$ cat config.mk
export PLATFORM = sky130hd
export DESIGN_NAME = mem_arbiter
export DESIGN_NICKNAME = d
export VERILOG_FILES = /design/src/rtl/mem_arbiter.sv
export SDC_FILE = /design/constraint.sdc
export NUM_CORES = 1
export LEC_CHECK = 0
export CAP_MARGIN = 20
export CORE_AREA = 2 2 104 106
export DETAILED_ROUTE_END_ITERATION = 10
export DIE_AREA = 0 0 106 108
export SLEW_MARGIN = 20
export SYNTH_ARGS = -nofsm -noshare
export SYNTH_HDL_FRONTEND = slang
export SYNTH_SLANG_ARGS = --single-unit
$ cat constraint.sdc
create_clock -name clk -period 3.15 [get_ports clk]
set_clock_uncertainty 0.05 [all_clocks]
set_input_delay 0.7875 -clock clk [delete_from_list [all_inputs] [get_ports clk]]
set_output_delay 0.7875 -clock clk [all_outputs]
set_load 0.05 [all_outputs]
$ cat src/rtl/mem_arbiter.sv
// mem_arbiter: two-port (fetch/data) arbiter in front of one single-port RAM with 1-cycle read latency
//
// Ports:
//   clk         rising-edge clock
//   rst         asynchronous active-low reset (0 = reset asserted)
//   inst_*      fetch port: inst_req/inst_addr in, inst_ready/inst_rdata out
//   data_*      data port: data_req/data_wen/data_addr/data_wdata in, data_ready/data_rdata out
//   ram_*       RAM side: ram_en/ram_wen/ram_addr/ram_wdata out, ram_rdata in
//
// Data wins contention until the fetch side has lost STARVE_LIMIT times in a row,
// after which the fetch side is granted once and the loss counter clears.
module mem_arbiter #(
    parameter int unsigned STARVE_LIMIT = 4
) (
    input  logic        clk,
    input  logic        rst,
    input  logic        inst_req,
    input  logic [31:0] inst_addr,
    output logic [31:0] inst_rdata,
    output logic        inst_ready,
    input  logic        data_req,
    input  logic [3:0]  data_wen,
    input  logic [31:0] data_addr,
    input  logic [31:0] data_wdata,
    output logic [31:0] data_rdata,
    output logic        data_ready,
    output logic        ram_en,
    output logic [3:0]  ram_wen,
    output logic [31:0] ram_addr,
    output logic [31:0] ram_wdata,
    input  logic [31:0] ram_rdata
);
    typedef enum logic [1:0] {IDLE, WAIT_I, WAIT_D} state_t;
    state_t      state_q, state_d;
    logic [3:0]  starve_cnt_q, starve_cnt_d;
    logic        in_idle, grant_i, grant_d;
    always_comb begin
        // Gating with rst keeps the RAM port quiet while reset is held, even though the FSM sits in IDLE.
        in_idle      = (state_q == IDLE) && rst;
        grant_i      = in_idle && inst_req && (!data_req || starve_cnt_q >= 4'(STARVE_LIMIT));
        grant_d      = in_idle && data_req && !grant_i;
        state_d      = grant_i ? WAIT_I : grant_d ? WAIT_D : IDLE;
        starve_cnt_d = grant_i ? 4'd0
                     : (grant_d && inst_req && starve_cnt_q != 4'hf) ? starve_cnt_q + 4'd1
                     : starve_cnt_q;
        ram_en       = grant_i || grant_d;
        ram_wen      = grant_d ? data_wen : 4'b0000;
        ram_addr     = grant_d ? data_addr : grant_i ? inst_addr : 32'h0;
        ram_wdata    = grant_d ? data_wdata : 32'h0;
        // Ready pulses decode straight from the state flop, so async reset clears them immediately.
        inst_ready   = (state_q == WAIT_I);
        data_ready   = (state_q == WAIT_D);
        inst_rdata   = inst_ready ? ram_rdata : 32'h0;
        data_rdata   = data_ready ? ram_rdata : 32'h0;
    end
    always_ff @(posedge clk or negedge rst) begin
        if (!rst) begin
            state_q      <= IDLE;
            starve_cnt_q <= 4'd0;
        end else begin
            state_q      <= state_d;
            starve_cnt_q <= starve_cnt_d;
        end
    end
endmodule

After elaboration in Yosys (flattened, before gate mapping)
Cells that the tools add are included.
{"block": "totals", "word_cells": 30, "input_bits": 136, "ff_bits": 6}
{"block": "op_classes", "add_sub_neg": 1, "muxes": 10, "magnitude_cmp": 1, "reduce_logical": 13, "eq_ne": 3}
{"cell": "2-to-1 mux 32 bit", "count": 5}
{"cell": "2-to-1 mux 4 bit", "count": 3}
{"cell": "logical AND 1 bit", "count": 7}
{"cell": "adder 4 x 1 -> 4 bit, second input constant", "count": 1}
{"cell": ">= comparator 4 x 3 -> 1 bit, second input constant", "count": 1}
{"cell": "2-to-1 mux 2 bit", "count": 2}
{"cell": "inequality test 4 bit, second input constant", "count": 1}
{"cell": "equality test 2 x 1 -> 1 bit, second input constant", "count": 1}
{"cell": "equality test 2 bit, second input constant", "count": 1}
{"cell": "logical NOT 1 bit", "count": 2}
{"cell": "logical NOT 2 bit", "count": 1}
{"cell": "logical OR 1 bit", "count": 2}
{"cell": "nonzero test 2 bit", "count": 1}

Logic depth before layout (Yosys ltp)
{"block": "logic_depth", "word_depth": 10, "ltp_mapped": 6, "ltp_nobuf": 3}

Least setup slack after synthesis
Ideal clock, no wire load.
{"block": "synth_timing", "kind": "in2out", "startpoint": "in rst", "endpoint": "out ram_addr[1]", "required_ns": 2.312, "path_buffers": 2, "cell_stages": 5, "setup_slack_ns": 0.036, "t_arrival_ns": 2.276, "path_cell_list": "nor4bb_1 > clkbuf_1 > clkbuf_1 > nand2_1 > o21ai_1"}
{"block": "synth_between", "elab_chain_cells": 6, "elab_cells_between_ends": 8}
{"item": "from (decl)", "line_no": "16", "rtl": "input logic rst,"}
{"item": "logical AND 1 bit (*)", "line_no": "39", "rtl": "in_idle = (state_q == IDLE) && rst;"}
{"item": "logical AND 1 bit (2 in a row)", "line_no": "40", "rtl": "grant_i = in_idle && inst_req && (!data_req || starve_cnt_q >= 4'(STARVE_LIMIT));"}
{"item": "logical NOT 1 bit", "line_no": "41", "rtl": "grant_d = in_idle && data_req && !grant_i;"}
{"item": "logical AND 1 bit", "line_no": "41"}
{"item": "2-to-1 mux 32 bit (*)", "line_no": "48", "rtl": "ram_addr = grant_d ? data_addr : grant_i ? inst_addr : 32'h0;"}
{"item": "to (decl)", "line_no": "29", "rtl": "output logic [31:0] ram_addr,"}
Mark *: on every way between the ends. The rest lies on a longest branch, timed or not.

Worst setup path in the final report
{"block": "layout_timing", "startpoint": "in data_req", "endpoint": "out ram_addr[26]"}
{"block": "layout_between", "elab_chain_cells": 6, "elab_cells_between_ends": 8}
{"item": "from (decl)", "line_no": "21", "rtl": "input logic data_req,"}
{"item": "logical NOT 1 bit", "line_no": "40"}
{"item": "logical OR 1 bit", "line_no": "40"}
{"item": "logical AND 1 bit", "line_no": "40"}
{"item": "logical NOT 1 bit", "line_no": "41"}
{"item": "logical AND 1 bit", "line_no": "41"}
{"item": "2-to-1 mux 32 bit (*)", "line_no": "48"}
Marks and branches as above.

==> flow_metrics.tcl <==
set metrics [dict create \
    total_power_mw 1.14 \
    end_kind "primary output" \
    p_per_area_nw_per_um2 194 \
    first_iter_violations 104 \
    antenna_found_initial 0 \
    first_pass_iters 4 \
    leakagePower_nw 2.41 \
    vias 2829 \
    die_h_um 108 \
    synth_top_area_share_pct 39.3 \
    final_common_cell "clkdlybuf4s50_1" \
    ant_nets 0 \
    status "complete, no violations" \
    yosysTopAreaCell "and2_1" \
    core_area_sq_um 10200 \
    cp-start-kind "input port" \
    rsz0062_at_grt "false" \
    fin_area_sq_um 5870 \
    finalCritPeriodShare_pct 97.7 \
    die-area_sq_um 11400 \
    drt-vias-per-instance 4.32 \
    cap_violations 0 \
    synth_area_sq_um 1610 \
    ir_worst_vdd_mv 0.124 \
    nNetsFinal 658 \
    worst_pin_slew_ns 0.373 \
    gp_congestion 0.750 \
    cts.sinks 6 \
    wl_per_cell_um 16.3 \
    hold_buffers 0 \
    dp_slack_ns -0.262 \
    crit_required_ns 2.31 \
    final.setup.tns_ns 0 \
    rr_startpoint "state_q[1]" \
    hpwl_mm 8.28 \
    ys_top_cells_by_area "and2_1 (39%), o21ai_2 (16%), nand3_1 (10%), dfrtp_1 (9.3%), nand2_1 (7.5%)" \
    syn2layout_area_growth_pct 265 \
    syn_nets 380 \
    rows 37 \
    syn_inst 243 \
    crit_start "data_req" \
    routed_wirelength_mm 10.6 \
    grt_max_degree 38 \
    io_buffers 270 \
    clk_pin_slew_worst_paths_ns 0.03 \
    clock_path_buffers 2 \
    grt_first_pass_wirelength_mm 15.2 \
    final-setup-viol-count 0 \
    grt_pass1_vias 2808 \
    drc 0 \
    die_w_um 106 \
    cts_tree "built" \
    place_area_sq_um 5460 \
    drive_gt1_share_pct 39.9 \
    synth_seq_cells 6 \
    cts_buffers 3 \
    arrival_ns 2.24 \
    hold_path_class "reg2reg" \
    diodes 0 \
    critical_path.max_fanout 9 \
    fin_ws_ns 0.0728 \
    clk_latency_ns 0.22 \
    slew_headroom_pct 75.1 \
    grt_remaining_overflow 0 \
    syn_avg_cell_area_sq_um 6.61 \
    worstHoldStart "starve_cnt_q[3]" \
    fin_util_pct 57.3 \
    clock.fmax_ghz 0.325 \
    io_pins 271 \
    final_cell_mix "clkdlybuf4s50_1 (132), buf_12 (112), and2_1 (97)" \
    yosysUniqueCellTypes 22 \
    hold_viol 0 \
    slew_violations 0 \
    synth_seq_area_share_pct 9.35 \
    post-route-min-period_ns 3.08 \
    synth-warning-count 0 \
    h-tree-depth 1 \
    critPathKind "in2out" \
    cts_root_buf "clkbuf_8" \
    initial_utilization_pct 15.7 \
    grt_usage_pct 16.9 \
]
==> layer usage <==
metal	vias up	share of wire, %	GRT usage, %	routed length (um)
met5	-	0	0	0
met4	0	1.0	2.73	108
met3	8	11	5.67	1130
met2	176	55	34.8	5850
met1	1292	33	16.5	3560
li1	1353	-	-	-
==> kinds of logic (layout without fill, tap and decap cells) <==
kind of cell / Yosys count / count (layout) / synth area share [%]
adders and majority gates: 1 / 1 / 0.779
DFF: 6 / 6 / 9.35
buffers and inverters: 25 / 300 / 8.41
AOI/OAI and AO/OA: 35 / 35 / 18.8
muxes: 1 / 1 / 0.701
and+or+nand+nor: 175 / 176 / 61.9
==> power by group <==
group          internal, mW  switching [mW]
Combinational         0.476           0.462
Clock                0.0817          0.0283
Sequential           0.0853         0.00711
Total                 0.643           0.498
==> cells in the mapped netlist, drive strengths merged <==
cell type  instances
nor4bb             2
buf               10
a22o               2
o21ai             32
dfrtp              6
and2             102
mux2               1
a21oi              1
nand4bb            2
or3b               1
nor2b              2
nand3             32
clkbuf            15
ha                 1
nand2b             1
nor2               1
nand2             32
==> final cells by class <==
type / count / area [sq um]
timing repair buffer: 297 / 4120
multi-input combinational: 213 / 1390
fill: 891 / 4360
tap: 136 / 170
sequential: 6 / 150
clock buffer: 3 / 41.3
==> registers in the layout, summed over array words and instances (netlist names) <==
register	cells
state_q	2
starve_cnt_q	4
==> per-stage QoR <==
| stage | cells | hold WS (ns) |
|---|---|---|
| floorplan | 243 | 0.398 |
| global placement | 635 | 0.428 |
| detailed placement | 635 | 0.425 |
| CTS | 655 | 0.445 |
| global route | 655 | 0.480 |
| finish | 655 | 0.450 |
==> final timing paths <==
| kind | endpoint | slack [ns] | cells after the start |
|---|---|---|---|
| setup / recovery | ram_addr[26] | 0.07 | 7 |
| hold / removal | starve_cnt_q[3] | 0.45 | 1 |
| setup reg to reg | state_q[1] | 1.68 | 4 |
| hold reg to reg | starve_cnt_q[3] | 0.45 | 1 |
| max in group asynchronous | starve_cnt_q[3] | 2.24 | 3 |
| min in group asynchronous | state_q[0] | 0.57 | 2 |
==> what timing repair did <==
item	in CTS	in global routing
resized for setup	32	1
endpoints found under the setup margin	69	1
setup buffers	12	0
gates cloned	5	0
pin swaps	4	0
==> worst max-delay path, cell delays in order <==
cell and delay [ns]:
dlygate4sd2_1 0.21, or3b_4 0.42, buf_4 0.17, and2_4 0.16
buf_12 0.15, o21ai_2 0.16, buf_6 0.18
(Power assumes the default switching activity.)
